## src/rtl/sel_mem_pkg.sv

```systemverilog
// Shared encodings for the memory-select fabric: owner codes, arbiter
// state codes and the default read data returned on a timed-out access.
package sel_mem_pkg;

  // Owner encoding. Bit 0 is the CPU and bit 1 is the DMA, so a one-hot grant
  // vector casts directly to an owner code.
  typedef enum logic [1:0] {
    OWN_NONE = 2'b00,
    OWN_CPU  = 2'b01,
    OWN_DMA  = 2'b10
  } owner_t;

  // Arbiter FSM states.
  typedef enum logic {
    ARB_IDLE = 1'b0,
    ARB_BUSY = 1'b1
  } arb_state_t;

  // Read data presented to a master whose transaction timed out.
  localparam logic [31:0] ERR_DATA_DEFAULT = 32'hDEAD_BEEF;

endpackage

```

## src/rtl/arb_rr2.sv

```systemverilog
// Combinational two-way pick between the CPU (req[0]) and the DMA (req[1]).
// mode=0: round-robin, where a sole requester wins and a tie goes to the
//         requester that did not own the port last.
// mode=1: the CPU wins every tie; the DMA only wins when it is alone.
module arb_rr2 (
  input  logic [1:0] req,
  input  logic       last,   // 1 = DMA owned the port most recently
  input  logic       mode,
  output logic [1:0] grant
);

  // One-hot grant from the request pair, the previous owner and the mode.
  always_comb begin
    grant = 2'b00;
    case (req)
      2'b01:   grant = 2'b01;
      2'b10:   grant = 2'b10;
      2'b11: begin
        if (mode) begin
          grant = 2'b01;
        end else begin
          grant = last ? 2'b01 : 2'b10;
        end
      end
      default: grant = 2'b00;
    endcase
  end

endmodule

```

## src/rtl/ram2_arbiter.sv

```systemverilog
// Shares RAM port 2 between the CPU data interface and the DMA interface.
// A single transaction is in flight at a time. The winner's request is
// registered onto the ram2 side. The slave's ack is steered combinationally
// back to the owner only. A per-transaction timeout forces an error ack so a
// hung slave cannot deadlock a master.
//
// Handshake (both master sides and the ram2 side): a master raises stb with
// we/addr/data and holds all of them stable until it sees a one-cycle ack.
// On the following cycle it may drop stb or present a new request. The ack
// cycle is the only cycle in which data_o/err_o carry meaning. The ram2
// slave must pulse ack only while ram2_stb_o is high.
module ram2_arbiter
  import sel_mem_pkg::*;
#(
  parameter int                ADDR_W        = 16,
  parameter int                DATA_W        = 32,
  parameter int                PRIORITY_MODE = 0,
  parameter int                TIMEOUT       = 64,
  parameter logic [DATA_W-1:0] ERR_DATA      = DATA_W'(ERR_DATA_DEFAULT)
) (
  input  logic              sys_clk,
  input  logic              sys_rst,

  input  logic              cpu_data_stb_i,
  input  logic              cpu_data_we_i,
  input  logic [ADDR_W-1:0] cpu_data_addr_i,
  input  logic [DATA_W-1:0] cpu_data_data_i,
  output logic              cpu_data_ack_o,
  output logic              cpu_data_err_o,
  output logic [DATA_W-1:0] cpu_data_data_o,

  input  logic              dma_stb_i,
  input  logic              dma_we_i,
  input  logic [ADDR_W-1:0] dma_addr_i,
  input  logic [DATA_W-1:0] dma_data_i,
  output logic              dma_ack_o,
  output logic              dma_err_o,
  output logic [DATA_W-1:0] dma_data_o,

  output logic              ram2_stb_o,
  output logic              ram2_we_o,
  output logic [ADDR_W-1:0] ram2_addr_o,
  output logic [DATA_W-1:0] ram2_data_o,
  input  logic              ram2_ack_i,
  input  logic [DATA_W-1:0] ram2_data_i,

  output logic [1:0]        arb_owner_o
);

  // A counter wide enough to hold TIMEOUT. It saturates at TIMEOUT, so it
  // never wraps back into a spurious match.
  localparam int CNT_W = (TIMEOUT > 0) ? $clog2(TIMEOUT + 1) : 1;

  arb_state_t       state_q;
  owner_t           owner_q;
  owner_t           last_q;
  logic [CNT_W-1:0] cnt_q;

  logic [1:0]       req;
  logic [1:0]       grant;
  logic             busy;
  logic             timeout_hit;
  logic             done;
  logic [DATA_W-1:0] resp_data;

  assign req  = {dma_stb_i, cpu_data_stb_i};
  assign busy = (state_q == ARB_BUSY);

  // The count is 0 on the first BUSY cycle, so TIMEOUT-1 marks the
  // TIMEOUT-th BUSY cycle. A real ack in that same cycle takes precedence.
  assign timeout_hit = (TIMEOUT != 0) && busy && !ram2_ack_i &&
                       (int'(cnt_q) == TIMEOUT - 1);
  assign done        = busy && (ram2_ack_i || timeout_hit);
  assign resp_data   = ram2_ack_i ? ram2_data_i : ERR_DATA;

  arb_rr2 u_pick (
    .req   (req),
    .last  (last_q == OWN_DMA),
    .mode  (PRIORITY_MODE != 0),
    .grant (grant)
  );

  // Arbiter FSM: grant and capture in IDLE, hold and count in BUSY.
  always_ff @(posedge sys_clk or negedge sys_rst) begin
    if (!sys_rst) begin
      state_q     <= ARB_IDLE;
      owner_q     <= OWN_NONE;
      last_q      <= OWN_DMA;
      cnt_q       <= '0;
      ram2_stb_o  <= 1'b0;
      ram2_we_o   <= 1'b0;
      ram2_addr_o <= '0;
      ram2_data_o <= '0;
    end else begin
      case (state_q)
        ARB_IDLE: begin
          if (|req) begin
            state_q    <= ARB_BUSY;
            owner_q    <= owner_t'(grant);
            cnt_q      <= '0;
            ram2_stb_o <= 1'b1;
            if (grant[0]) begin
              ram2_we_o   <= cpu_data_we_i;
              ram2_addr_o <= cpu_data_addr_i;
              ram2_data_o <= cpu_data_data_i;
            end else begin
              ram2_we_o   <= dma_we_i;
              ram2_addr_o <= dma_addr_i;
              ram2_data_o <= dma_data_i;
            end
          end
        end
        ARB_BUSY: begin
          if (done) begin
            state_q    <= ARB_IDLE;
            ram2_stb_o <= 1'b0;
            last_q     <= owner_q;
            owner_q    <= OWN_NONE;
          end else if (int'(cnt_q) < TIMEOUT) begin
            cnt_q <= cnt_q + CNT_W'(1);
          end
        end
        default: begin
          state_q    <= ARB_IDLE;
          owner_q    <= OWN_NONE;
          ram2_stb_o <= 1'b0;
        end
      endcase
    end
  end

  // Steer the completion (real or forced) to the owner only; everyone else sees zeros.
  always_comb begin
    cpu_data_ack_o  = 1'b0;
    cpu_data_err_o  = 1'b0;
    cpu_data_data_o = '0;
    dma_ack_o       = 1'b0;
    dma_err_o       = 1'b0;
    dma_data_o      = '0;
    if (done) begin
      if (owner_q == OWN_CPU) begin
        cpu_data_ack_o  = 1'b1;
        cpu_data_err_o  = timeout_hit;
        cpu_data_data_o = resp_data;
      end else if (owner_q == OWN_DMA) begin
        dma_ack_o  = 1'b1;
        dma_err_o  = timeout_hit;
        dma_data_o = resp_data;
      end
    end
  end

  assign arb_owner_o = owner_q;

endmodule

```

## config.mk

```make
export PLATFORM = sky130hd
export DESIGN_NAME = ram2_arbiter
export DESIGN_NICKNAME = d
export VERILOG_FILES = /design/src/rtl/sel_mem_pkg.sv /design/src/rtl/arb_rr2.sv /design/src/rtl/ram2_arbiter.sv
export SDC_FILE = /design/constraint.sdc
export NUM_CORES = 1
export LEC_CHECK = 0
export BUFFER_PORTS_ARGS = -buffer_cell sky130_fd_sc_hd__buf_2
export CORE_ASPECT_RATIO = 0.75
export CORE_MARGIN = 2
export CORE_UTILIZATION = 35
export DETAILED_ROUTE_END_ITERATION = 10
export GPL_ROUTABILITY_DRIVEN = 0
export HOLD_SLACK_MARGIN = 0.1
export PLACE_DENSITY = 0.78
export SLEW_MARGIN = 10
export SYNTH_ARGS = -nofsm -noshare
export SYNTH_HDL_FRONTEND = slang
export SYNTH_SLANG_ARGS = --single-unit
```

## constraint.sdc

```tcl
create_clock -name sys_clk -period 2.1 [get_ports sys_clk]
set_input_delay 0.63 -clock sys_clk [delete_from_list [all_inputs] [get_ports sys_clk]]
set_output_delay 0.63 -clock sys_clk [all_outputs]
set_load 0.01 [all_outputs]
```

==> run_results.csv <==
group,metric,value,unit
yosys,syn_area_per_cell,9.395,µm²
drt,drc,0,
critical_path,cp_top_family,"simple AND/OR/NAND/NOR gates",
timing,finalSetupTns,-24.63,ns
global_route,busiest_layer,"met2",
cells_and_area,instances_no_fill,799,
clocking,clk_path_buf_depth,2,
cells_and_area,drive_above_1_share,57.92,%
global_route,grt_usage,23.79,%
status,status,"complete, but fails checks",
yosys,syn_area,3674,µm²
floorplan,die-area,11340,µm²
clocking,clock-root-buffer,"clkbuf_16",
timing,fin_skew,0.006738,ns
timing,min_period,2.636,ns
global_route,gr-usage-met2,40.05,%
placement,port_buffers,254,
yosys,ys_types,39,
critical_path,critPathKind,"register to output pin",
timing,setup_viol,55,
pwr,power,6.248,mW
cells_and_area,diodes,0,
flow_run,maxCapViolCount,0,
yosys,synth_top_area_share,41.55,%
global_route,grt_pass1_wl,21470,µm
yosys,yosys.area.top_type,"dfrtp_1",
critical_path,startpoint_type,"register",
critical_path,worstSetupEndpointType,"output pin",
pwr,combPwrFrac,45.6,%
drt,ant_nets,0,
clocking,clock_latency,0.32,ns
yosys,synth_nets,527,
placement,placed_cells,780,
pwr,p_seq_share,31.5,%
global_route,antenna_found_initial,0,
pwr,p_leak,3.006,nW
yosys,synth_edf_count,0,
yosys,ys_top_cells_by_area,"dfrtp_1 (42%), o2111ai_1 (9.5%), a221o_1 (7.9%), nand2_1 (5.0%), a21oi_2 (4.8%)",
floorplan,rows,32,
timing,hold_viol_final,0,
status,violations,"setup timing",
yosys,async_reset_ff_share,100.0,%
drt,drt-initial-drc-count,210,
global_route,grt_use_met1,30.80,%
clocking,cts_buffers,9,
pwr,switching_share,37.59,%
timing,worstMarginPinSlew,0.5249,ns
timing,fin_crit_sh,125.5,%
timing,rsz0062_at_grt,"yes",
global_route,grt_overflow,0,
drt,via_count,4290,
global_route,grt_max_degree,43,
critical_path,worst-path-buf-inv,2,
drt,wirelength,14160,µm
yosys,synth_ff_type,"dfrtp_1",
drt,via_per_inst,5.369,
floorplan,die_w,122.3,µm
timing,slew_headroom,64.62,%
placement,dp_hpwl,10280,µm
clocking,cts_sinks,62,
timing,slew_viol_final,0,
global_route,grt_use_met3,4.988,%
clocking,cts_tree,"yes",
yosys,yosys_warnings,0,
global_route,grt_pass1_vias,4351,
yosys,ys_seq_elements,62,
critical_path,cp_max_fo,28,
floorplan,core,10250,µm²
critical_path,max_stage_delay,0.47,ns
floorplan,start_util,35.84,%
clocking,clk_pin_slew,0.06,ns
cells_and_area,syn2layout_area_growth,71.63,%
pwr,ir_worst_vdd,0.4180,mV
yosys,ys_seq_area_share,42.27,%
critical_path,cp_data_arrival_time,2.01,ns
pwr,power_frac_clock,22.9,%
drt,wl_per_cell,17.72,µm
drt,first_pass_iters,4,
pwr,p_per_area,991.0,nW/µm²
critical_path,crit_slowest_cell,"or4_4",
timing,fin_ws,-0.5357,ns
timing,max_freq,379.4,MHz
critical_path,crit_chain,"ha_4, nand4_4, or4_4, buf_12, a21oi_1, buf_2",
floorplan,fp.dieH,92.73,µm
pwr,internal-power,3.899,mW
worst_hold_path,hp-class,"primary input to asynchronous set/reset pin",
pwr,p_switching,2.349,mW
yosys,syn_inst,391,
floorplan,io_pins,255,
cells_and_area,nets,794,
critical_path,crit_required,1.47,ns
clocking,htree_levels,3,
[cell usage after synthesis, types with 3 or more instances]
cell	n
buf_2	3
o2111ai_1	40
mux2_2	4
and2_1	20
nand2b_1	5
nor2_1	4
nand3_1	22
a221o_1	29
a21oi_1	29
a32o_1	3
buf_6	3
inv_1	5
a21oi_2	20
clkbuf_1	35
nand2_1	49
o21bai_1	3
dfrtp_1	61
o21ba_2	3
and2_0	27
[cells in the final DEF, fill, tap and decap left out, drive strengths merged, types with 2 or more instances in the layout]
master	synthesis	layout
o21bai	3	3
nand2	49	49
buf	8	299
clkinvlp	0	3
nor4b	2	2
nand2b	5	5
or2	2	2
clkbuf	35	10
mux2i	2	2
dfrtp	61	61
mux2	4	4
nand3	22	22
nor3	2	2
a21oi	49	49
a221o	29	29
a211oi	2	2
clkinv	1	3
o2111ai	40	40
inv	5	5
o21ba	3	3
and2	47	47
a32o	3	3
nor2	4	4
[repair_timing]
| item | 4_1_cts | 5_1_grt |
|---|---|---|
| setup buffers | 2 | 3 |
| endpoints found under the setup margin | 68 | 68 |
| pin swaps | 4 | 14 |
| hold buffers | 0 | 0 |
| gates resized for setup | 32 | 41 |
[layer usage]
metal  vias to the layer above  wire length (µm)
met5                         -                 0
met4                         0               181
met3                        18               867
met2                       172              7254
met1                      2079              5858
li1                       2021                 -
[per-stage QoR]
| stage | instance area [µm²] | hold slack (ns) | utilization [%] | worst slack, ns |
|---|---|---|---|---|
| 4_1_cts | 6091 | 0.1687 | 59.42 | -0.5345 |
| 2_1_floorplan | 3953 | 0.3344 | - | -0.1297 |
| 3_3_place_gp | 5628 | 0.4561 | 54.91 | -0.3119 |
| 3_5_place_dp | 5628 | 0.4707 | 54.91 | -0.3661 |
| 5_1_grt | 6305 | 0.1676 | 61.51 | -0.6053 |
| 6_report | 6305 | 0.1705 | 61.51 | -0.5357 |
[final timing paths]
path,startpoint,to,slack [ns],depth (start not counted)
worst max register to register,cnt_q[1],last_q[0],0.10,7
worst min-delay path,sys_rst,ram2_addr_o[6],0.17,1
worst min register to register,ram2_data_o[28],ram2_data_o[28],0.48,2
max in group asynchronous,sys_rst,last_q[1],1.38,2
worst max-delay path,cnt_q[1],dma_data_o[26],-0.54,6
min in group sys_clk,ram2_data_o[28],ram2_data_o[28],0.48,2
[registers in the layout (all words and copies together), names as in the netlist]
name / flops
ram2_data_o: 32
ram2_we_o: 1
cnt_q: 7
ram2_addr_o: 16
last_q: 2
busy: 1
ram2_stb_o: 1
arb_owner_o: 2
[power groups by stage]
stage	logic (mW)	clock network (mW)	registers [mW]
6_report	2.85	1.43	1.97
5_1_grt	3.09	1.53	2.02
4_1_cts	2.78	1.46	1.96
3_5_place_dp	2.69	0	1.97
3_3_place_gp	2.62	0	1.95
2_1_floorplan	1.22	0	2.18
[worst register-to-register path: stages, from the launching register on]
cell and delay [ns]:
dfrtp_1 0.39, ha_4 0.17, nand4_4 0.11, buf_4 0.15, buf_6 0.12, buf_12 0.12, o41ai_2 0.43, mux2_2 0.39
[final cells by class]
class | count | area [µm²]
Timing Repair Buffer | 299 | 1949
Sequential cell | 62 | 1553
Clock buffer | 10 | 229.0
Tap cell | 136 | 170.2
Clock inverter | 6 | 62.56
Multi-Input combinational cell | 280 | 2318
Inverter | 6 | 22.52
Fill cell | 874 | 3945
[logic make-up (layout without fill, tap and decap cells)]
kind of cell	count (synthesis)	count (layout)	synth area share, %
mux	6	6	1.771
buf+inv	49	321	5.722
fa+ha+maj	1	1	0.3405
compound gates	134	134	30.14
simple gates	139	139	19.76
flops	62	62	42.27
Power figures use the tool's default switching activity.
